--- config.mk ---
export PLATFORM = sky130hd
export DESIGN_NAME = pc_fetch_unit_flat
export DESIGN_NICKNAME = d
export VERILOG_FILES = /design/src/rtl/core_pkg.sv /design/src/rtl/pc_fetch_unit_if.sv /design/src/rtl/pc_next_sel.sv /design/src/rtl/pc_fetch_unit.sv /design/src/flat_wrapper.sv
export SDC_FILE = /design/constraint.sdc
export NUM_CORES = 1
export LEC_CHECK = 0
export ABC_AREA = 0
export CAP_MARGIN = 5
export CELL_PAD_IN_SITES_DETAIL_PLACEMENT = 1
export CELL_PAD_IN_SITES_GLOBAL_PLACEMENT = 1
export CORE_MARGIN = 3
export CORE_UTILIZATION = 33
export DETAILED_ROUTE_END_ITERATION = 8
export PLACE_DENSITY = 0.75
export RECOVER_POWER = 50
export SKIP_LAST_GASP = 1
export SLEW_MARGIN = 20
export SYNTH_ARGS = -nofsm -noshare
export SYNTH_HDL_FRONTEND = slang
export SYNTH_HIERARCHICAL = 1
export SYNTH_SLANG_ARGS = --single-unit
--- constraint.sdc ---
create_clock -name clk -period 3.3 [get_ports clk]
set_clock_uncertainty 0.1 [all_clocks]
set_input_delay 0.66 -clock clk [delete_from_list [all_inputs] [get_ports clk]]
set_output_delay 0.66 -clock clk [all_outputs]
set_load 0.005 [all_outputs]
--- src/rtl/core_pkg.sv ---
// Shared definitions for the fetch path: FSM state encoding and default
// address-map constants.
package core_pkg;

    localparam int          DEFAULT_XLEN         = 32;
    localparam logic [31:0] DEFAULT_RESET_VECTOR = 32'h0000_0000;
    localparam logic [31:0] DEFAULT_TRAP_VECTOR  = 32'h0000_0100;

    typedef enum logic [1:0] {
        ST_BOOT = 2'b00,
        ST_RUN  = 2'b01,
        ST_HALT = 2'b10
    } state_e;

endpackage

--- src/rtl/pc_fetch_unit_if.sv ---
// Fetch request bus between the PC unit (master) and instruction memory (slave).
interface pc_fetch_unit_if #(
    parameter int XLEN = 32
);
    logic [XLEN-1:0] pc;
    logic            fetch_valid;
    logic            fetch_ready;

    modport master (
        output pc,
        output fetch_valid,
        input  fetch_ready
    );

    modport slave (
        input  pc,
        input  fetch_valid,
        output fetch_ready
    );
endinterface

--- src/rtl/pc_next_sel.sv ---
// Next-PC priority mux: trap > redirect (with alignment check) > sequential step.
module pc_next_sel #(
    parameter int              XLEN        = 32,
    parameter logic [XLEN-1:0] TRAP_VECTOR = '0,
    parameter int              ALIGN_BITS  = 2
) (
    input  logic [XLEN-1:0] pc_i,
    input  logic [XLEN-1:0] pc_plus_step_i,
    input  logic            trap_valid_i,
    input  logic            redirect_valid_i,
    input  logic [XLEN-1:0] redirect_target_i,
    input  logic            fetch_accept_i,
    output logic [XLEN-1:0] pc_d_o,
    output logic            misaligned_d_o
);

    // ALIGN_BITS = 0 yields an empty mask, which disables the check.
    localparam logic [XLEN-1:0] ALIGN_MASK = (XLEN'(1) << ALIGN_BITS) - XLEN'(1);

    logic target_misaligned;
    assign target_misaligned = |(redirect_target_i & ALIGN_MASK);

    always_comb begin
        pc_d_o         = pc_i;
        misaligned_d_o = 1'b0;
        if (trap_valid_i) begin
            pc_d_o = TRAP_VECTOR;
        end else if (redirect_valid_i) begin
            if (target_misaligned) begin
                pc_d_o         = TRAP_VECTOR;
                misaligned_d_o = 1'b1;
            end else begin
                pc_d_o = redirect_target_i;
            end
        end else if (fetch_accept_i) begin
            pc_d_o = pc_plus_step_i;
        end
    end

endmodule

--- src/rtl/pc_fetch_unit.sv ---
// Program-counter unit: PC register, BOOT/RUN/HALT control and accepted-fetch
// counter, presenting the fetch address over a valid/ready interface.
module pc_fetch_unit
    import core_pkg::*;
#(
    parameter int              XLEN         = DEFAULT_XLEN,
    parameter logic [XLEN-1:0] RESET_VECTOR = XLEN'(DEFAULT_RESET_VECTOR),
    parameter logic [XLEN-1:0] TRAP_VECTOR  = XLEN'(DEFAULT_TRAP_VECTOR),
    parameter int              PC_STEP      = 4,
    parameter int              ALIGN_BITS   = 2,
    parameter int              CNT_W        = 32
) (
    input  logic               clk,
    input  logic               reset,
    input  logic               stall,
    input  logic               redirect_valid,
    input  logic [XLEN-1:0]    redirect_target,
    input  logic               trap_valid,
    input  logic               halt_req,
    input  logic               resume,
    pc_fetch_unit_if.master    fetch,
    output logic [XLEN-1:0]    pc_plus_step,
    output logic               misaligned,
    output logic [XLEN-1:0]    misaligned_addr,
    output logic [1:0]         state,
    output logic [CNT_W-1:0]   fetch_count
);

    state_e            state_q;
    logic [XLEN-1:0]   pc_q;
    logic [XLEN-1:0]   pc_d;
    logic              misaligned_q;
    logic              misaligned_d;
    logic [XLEN-1:0]   misaligned_addr_q;
    logic [CNT_W-1:0]  fetch_count_q;
    logic              fetch_valid;
    logic              fetch_accept;

    assign fetch_valid  = (state_q == ST_RUN) && !stall;
    assign fetch_accept = fetch_valid && fetch.fetch_ready;
    assign pc_plus_step = pc_q + XLEN'(PC_STEP);

    pc_next_sel #(
        .XLEN        (XLEN),
        .TRAP_VECTOR (TRAP_VECTOR),
        .ALIGN_BITS  (ALIGN_BITS)
    ) u_next_sel (
        .pc_i              (pc_q),
        .pc_plus_step_i    (pc_plus_step),
        .trap_valid_i      (trap_valid),
        .redirect_valid_i  (redirect_valid),
        .redirect_target_i (redirect_target),
        .fetch_accept_i    (fetch_accept),
        .pc_d_o            (pc_d),
        .misaligned_d_o    (misaligned_d)
    );

    always_ff @(posedge clk or posedge reset) begin
        if (reset) begin
            state_q           <= ST_BOOT;
            pc_q              <= RESET_VECTOR;
            misaligned_q      <= 1'b0;
            misaligned_addr_q <= '0;
            fetch_count_q     <= '0;
        end else begin
            case (state_q)
                ST_BOOT: begin
                    // Control inputs are ignored for the single boot edge.
                    state_q      <= ST_RUN;
                    misaligned_q <= 1'b0;
                end
                ST_RUN, ST_HALT: begin
                    pc_q         <= pc_d;
                    misaligned_q <= misaligned_d;
                    if (misaligned_d) begin
                        misaligned_addr_q <= redirect_target;
                    end
                    if (fetch_accept) begin
                        fetch_count_q <= fetch_count_q + CNT_W'(1);
                    end
                    if (state_q == ST_RUN && halt_req) begin
                        state_q <= ST_HALT;
                    end else if (state_q == ST_HALT && resume && !halt_req) begin
                        state_q <= ST_RUN;
                    end
                end
                default: begin
                    state_q <= ST_BOOT;
                end
            endcase
        end
    end

    assign fetch.pc          = pc_q;
    assign fetch.fetch_valid = fetch_valid;
    assign misaligned        = misaligned_q;
    assign misaligned_addr   = misaligned_addr_q;
    assign state             = state_q;
    assign fetch_count       = fetch_count_q;

endmodule

--- src/flat_wrapper.sv ---
// flat-port wrapper written by rule: the top's interface ports become plain ports
module pc_fetch_unit_flat import core_pkg::*;
#(
    parameter int              XLEN         = DEFAULT_XLEN,
    parameter logic [XLEN-1:0] RESET_VECTOR = XLEN'(DEFAULT_RESET_VECTOR),
    parameter logic [XLEN-1:0] TRAP_VECTOR  = XLEN'(DEFAULT_TRAP_VECTOR),
    parameter int              PC_STEP      = 4,
    parameter int              ALIGN_BITS   = 2,
    parameter int              CNT_W        = 32
)
  (clk, reset, stall, redirect_valid, redirect_target, trap_valid, halt_req, resume, pc_plus_step, misaligned, misaligned_addr, state, fetch_count, fetch_pc, fetch_fetch_valid, fetch_fetch_ready);
  pc_fetch_unit_if #(.XLEN(XLEN)) fetch_i ();
  input  logic clk;
  input  logic reset;
  input  logic stall;
  input  logic redirect_valid;
  input  logic [XLEN-1:0] redirect_target;
  input  logic trap_valid;
  input  logic halt_req;
  input  logic resume;
  output logic [XLEN-1:0] pc_plus_step;
  output logic misaligned;
  output logic [XLEN-1:0] misaligned_addr;
  output logic [1:0] state;
  output logic [CNT_W-1:0] fetch_count;
  output wire logic [$bits(fetch_i.pc)-1:0] fetch_pc;
  output wire logic [$bits(fetch_i.fetch_valid)-1:0] fetch_fetch_valid;
  input wire logic [$bits(fetch_i.fetch_ready)-1:0] fetch_fetch_ready;
  assign fetch_pc = fetch_i.pc;
  assign fetch_fetch_valid = fetch_i.fetch_valid;
  assign fetch_i.fetch_ready = fetch_fetch_ready;
  pc_fetch_unit #(.XLEN(XLEN), .RESET_VECTOR(RESET_VECTOR), .TRAP_VECTOR(TRAP_VECTOR), .PC_STEP(PC_STEP), .ALIGN_BITS(ALIGN_BITS), .CNT_W(CNT_W)) u_core (.clk(clk), .reset(reset), .stall(stall), .redirect_valid(redirect_valid), .redirect_target(redirect_target), .trap_valid(trap_valid), .halt_req(halt_req), .resume(resume), .fetch(fetch_i), .pc_plus_step(pc_plus_step), .misaligned(misaligned), .misaligned_addr(misaligned_addr), .state(state), .fetch_count(fetch_count));
endmodule
## Yosys cells after proc, flatten, opt, wreduce, memory -nomap -nowiden

Index checks and enable logic that the tools add are counted.

- Add/subtract/negate cells: 2
- Multipliers: 0
- Divide/modulo/power cells: 0
- Magnitude comparators: 0
- Eq/ne operators: 3
- Shifts and indexed selects: 0
- Muxes and demuxes: 11
- Bitwise gates (word level): 0
- Reductions and logical operators: 15

Operators by type and width:

| cell | count |
|---|---|
| 2-to-1 mux 32 bit | 4 |
| adder 32 x 1 -> 32 bit, second input constant | 1 |
| adder 32 x 3 -> 32 bit, second input constant | 1 |
| AND reduction 2 bit | 3 |
| logical AND 1 bit | 5 |
| 2-to-1 mux 2 bit | 2 |
| one-hot mux 2 bit (2 select lines) | 1 |
| OR reduction 2 bit | 2 |
| 2-to-1 mux 1 bit | 3 |
| != test 3 x 1 -> 1 bit, second input constant | 1 |
| nonzero test 3 bit | 1 |
| equality test 2 x 1 -> 1 bit, second input constant | 1 |
| equality test 2 bit, second input constant | 1 |
| zero test 1 bit | 2 |
| zero test 2 bit | 1 |
| one-hot mux 1 bit (2 select lines) | 1 |
| nonzero test 2 bit | 1 |

- Register bits after elaboration: 99
- Latch bits: 0
- Bits in writable memories: 0
- ROM bits: 0
- Output and inout port bits: 132
- Word-level logic and storage cells: 36
- Memories kept: 0

## Depth between registers and ports, before layout

- Word-level depth: 6
- Gate-level depth with buffers: 10

## Hierarchy

The synthesis kept the hierarchy.

Modules (own cells, without submodules):

| module | instances | cells each | area an instance (um2) | seq. area each (um2) |
|---|---|---|---|---|
| pc_fetch_unit | 1 | 374 | 4,664.5 | 2,477.4 |
| pc_next_sel | 1 | 80 | 812.0 | 0.0 |

## Worst setup path after synthesis

OpenSTA, ideal clock, no wires.

- Path type: reg2out
- From: register u_core.pc_q[20], in the netlist u_core/fetch.pc[20]
- To: output port pc_plus_step[26]
- Data arrival time: 1.623 ns
- Setup slack: 0.917 ns
- Cell stages (with the launch flop): 6
- Cell sequence: dfrtp_1 and4_1 or3b_1 buf_6 nor4_4 xor2_1

- Word-level cells in the longest chain between the ends: 1

RTL lines:

| element | line | RTL |
|---|---|---|
| from (decl) | pc_fetch_unit.sv:30 | `logic [XLEN-1:0] pc_q;` |
| from (signal assigned) | pc_fetch_unit.sv:73 | `pc_q <= pc_d;` |
| adder 32 x 3 -> 32 bit | pc_fetch_unit.sv:41 | `assign pc_plus_step = pc_q + XLEN'(PC_STEP);` |
| to (decl) | flat_wrapper.sv:21 | `output logic [XLEN-1:0] pc_plus_step;` |

No other way between the ends.

## Worst setup path in the final report

- From: register u_core.pc_q[2], in the netlist u_core/fetch.pc[2]
- To: output port pc_plus_step[16]

Same word-level chain as after synthesis.

==> results <==
synth_stat cells (all sizes together) (2+ instances only):
| library cell | number |
|---|---|
| dfrtp | 99 |
| mux2 | 63 |
| xnor2 | 43 |
| mux2i | 31 |
| o2bb2ai | 29 |
| nand4 | 25 |
| buf | 22 |
| nand2 | 22 |
| nand3 | 21 |
| xor2 | 16 |
| and3 | 12 |
| inv | 10 |
| nor2 | 10 |
| nor4 | 8 |
| and4 | 7 |
| ha | 6 |
| nor3 | 6 |
| o21ai | 6 |
| and2 | 5 |
| nor4b | 2 |
metrics by stage:
step	total power [uW]	TNS, ns	setup slack [ns]	utilization
global route	5180	-0.102	-0.0356	0.488
floorplan	2720	0	0.917	-
CTS	5040	-0.0253	-0.0163	0.484
detailed placement	3950	0	0.155	0.464
global placement	3840	0	0.212	0.464
finish	4890	0	0.0802	0.488
flip-flops by register name, indices dropped and copies added, names as in the netlist:
register and count:
u_core/fetch.pc 32, u_core/fetch_count 32, u_core/misaligned_addr 32, u_core/state 2
u_core/misaligned 1
power by group:
| part | internal, uW | switching (uW) | total [uW] |
|---|---|---|---|
| clock | 610 | 462 | 1070 |
| combinational | 1160 | 850 | 2010 |
| sequential | 1530 | 275 | 1810 |
| total | 3310 | 1590 | 4890 |
how the worst min path moves through the flow:
stage / end / slack [ns] / depth (start not counted) / start
after floorplan: u_core/fetch_count[31] / 0.37 / 1 / u_core/fetch_count[31]
after global placement: u_core/fetch_count[31] / 0.36 / 1 / u_core/fetch_count[31]
after detailed placement: u_core/fetch_count[31] / 0.37 / 1 / u_core/fetch_count[31]
after CTS: u_core/fetch_count[31] / 0.39 / 1 / u_core/fetch_count[31]
after global routing: u_core/fetch_count[31] / 0.40 / 1 / u_core/fetch_count[31]
final: u_core/fetch_count[31] / 0.38 / 1 / u_core/fetch_count[31]
area by class of cell:
type,instances,area share
multi-input cells,322,0.366
well taps,216,0.0345
flip-flops and latches,99,0.317
inverters,10,0.00495
clock inverters,2,0.00447
repair buffers,191,0.241
clock buffers,14,0.0324
what timing repair did:
action	in CTS	in global routing
buffers inserted	3	3
cloned	0	0
pin swaps	1	2
setup endpoints to repair	15	17
gates resized for setup	6	15
logic make-up (layout without fill, tap and decap cells):
family | Yosys count | after routing | synth area share
buffers and inverters | 33 | 217 | 0.0366
AO/OA/AOI/OAI | 38 | 38 | 0.0692
XOR/XNOR | 59 | 59 | 0.0944
adder cells (fa/ha/maj) | 6 | 6 | 0.0137
multiplexers | 94 | 94 | 0.186
flip-flops | 99 | 99 | 0.452
AND/OR/NAND/NOR | 125 | 125 | 0.148
per-layer routing:
metal | global-route usage | vias to the layer above | wire (um)
li1 | - | 2019 | -
met1 | 0.240 | 2234 | 7330
met2 | 0.325 | 139 | 8580
met3 | 0.0592 | 21 | 1300
met4 | 0.0622 | 0 | 311
met5 | 0 | - | 0
==> key figures <==
Run status
  • Status: complete, no violations

Setup path
  • RR Startpoint: u_core/state[1]
  • Critical Path AT: 2.46 ns
  • Crit-path cells: ha_2 > nand4_2 > buf_4 > nor4_2 > xor2_1 > clkdlybuf4s50_1
  • Critical path endpoint: pc_plus_step[16]
  • Setup CP Type: flop to primary output
  • Worst-path fanout max: 6
  • RR Endpoint: u_core/misaligned_addr[31]
  • Crit path max-delay family: buffers and inverters
  • CP max stage cell: clkdlybuf4s50_1
  • Worst setup path start: u_core/fetch.pc[2]
  • Reg2reg setup slack: 0.59 ns
  • Levels on crit path: 6
  • R2R cell count: 6
  • CP max stage delay: 0.56 ns
  • Crit path buf inv count: 2
  • Nature of the critical path endpoint: primary output
  • CP Launch Type: flop
  • CP Data Required Time: 2.54 ns

Logic synthesis
  • Largest cells by area after synthesis: dfrtp_1 45%, mux2_2 13%, xnor2_1 6.9%, mux2i_1 5.7%, o2bb2ai_2 3.3%
  • Top FF cell, synth: dfrtp_1
  • Mapped cell area: 5480 um^2
  • Netlist cell types: 40
  • Seq cells post-synth: 99
  • Asr flop ratio synth: 1.00
  • Syn Nets: 500
  • Post-Syn Area per Cell: 12.1 um^2
  • Cells after synthesis: 454
  • Share of the synthesized area in the top cell type: 0.452
  • Seq/Total Area, Yosys: 0.452
  • Yosys top cell by area: dfrtp_1
  • Yosys warns: 6
  • Post-synth EDFFs: 0

Clock tree
  • Post-CTS Hold Fix Bufs: 0
  • Clk root buf: clkbuf_16
  • CTS tree: done
  • Clock Path Buffers: 2
  • Sink Count: 99
  • Clk Latency, worst-skew pair: 0.35 ns
  • Htree depth: 3
  • TritonCTS Buffers: 9
  • Clk slew on worst S/H paths: 0.07 ns

Global route
  • Number of global-route vias before repair: 4850
  • Largest net degree at the start of global routing: 56
  • Gr ovfl total: 0
  • Antenna violations before repair: 0
  • Tot GR Track Use: 0.194
  • First-pass GRT wire length: 27.6 mm

Placement
  • Area of placed instances: 7450 um^2
  • Port Buffers: 171
  • Inst Count DP: 832
  • Dpl hpwl: 12.7 mm
  • Final Wtd Congestion: 0.830

Detailed routing
  • Antenna viol nets, final: 0
  • First drt pass iteration count: 4
  • Initial drt markers: 155
  • Drt drc: 0
  • Drt total wl: 17.5 mm
  • Via count: 4413
  • Average wire per standard cell: 20.5 um
  • Vias per cell: 5.17

Finish
  • Cell Count, Final, Fillers Out: 854
  • Fill cells: 1686
  • Area of the multi-input gates: 2870 um^2
  • Commonest non-fill, non-tap cells in the layout: 106 x clkdlybuf4s50_1, 95 x dfrtp_1, 63 x mux2_2, 60 x dlygate4sd3_1, 40 x xnor2_1
  • Most common cell after layout, fill and taps aside: clkdlybuf4s50_1
  • Layout cells sized above 1: 0.216
  • Antenna diode count: 0
  • Cell area after layout: 7830 um^2
  • Area growth, synth to finish: 43.0%
  • Reg area: 2480 um^2
  • NumNets Final: 679

Timing
  • Post-route clock period utilization: 0.976
  • Slew HR: 0.0441
  • Achievable Freq: 311 MHz
  • Fin crit period: 3.22 ns
  • Worst hold slack: 0.383 ns
  • Final Hold Viols: 0
  • Worst-margin pin slew: 1.43 ns
  • Final-report setup violation count: 0
  • RSZ-0062 raised after global routing: true
  • Slew Limit Fails: 0

Die
  • Die height: 135 um
  • Die X: 135 um
  • Initial Util: 0.341
  • Core area: 16100 um^2
  • DIE AREA: 18200 um^2
  • Ports: 172
  • Cell Rows: 46

Flow run
  • Number of max-cap violations: 0

Pwr
  • Lkg Pwr: 0.00334 uW
  • PD cells: 625 nW/um^2
  • Worst VDD drop: 0.299 mV

Worst hold path
  • Min-Delay Path Class: flop to flop
No activity file was read; power rests on OpenSTA's default activity.
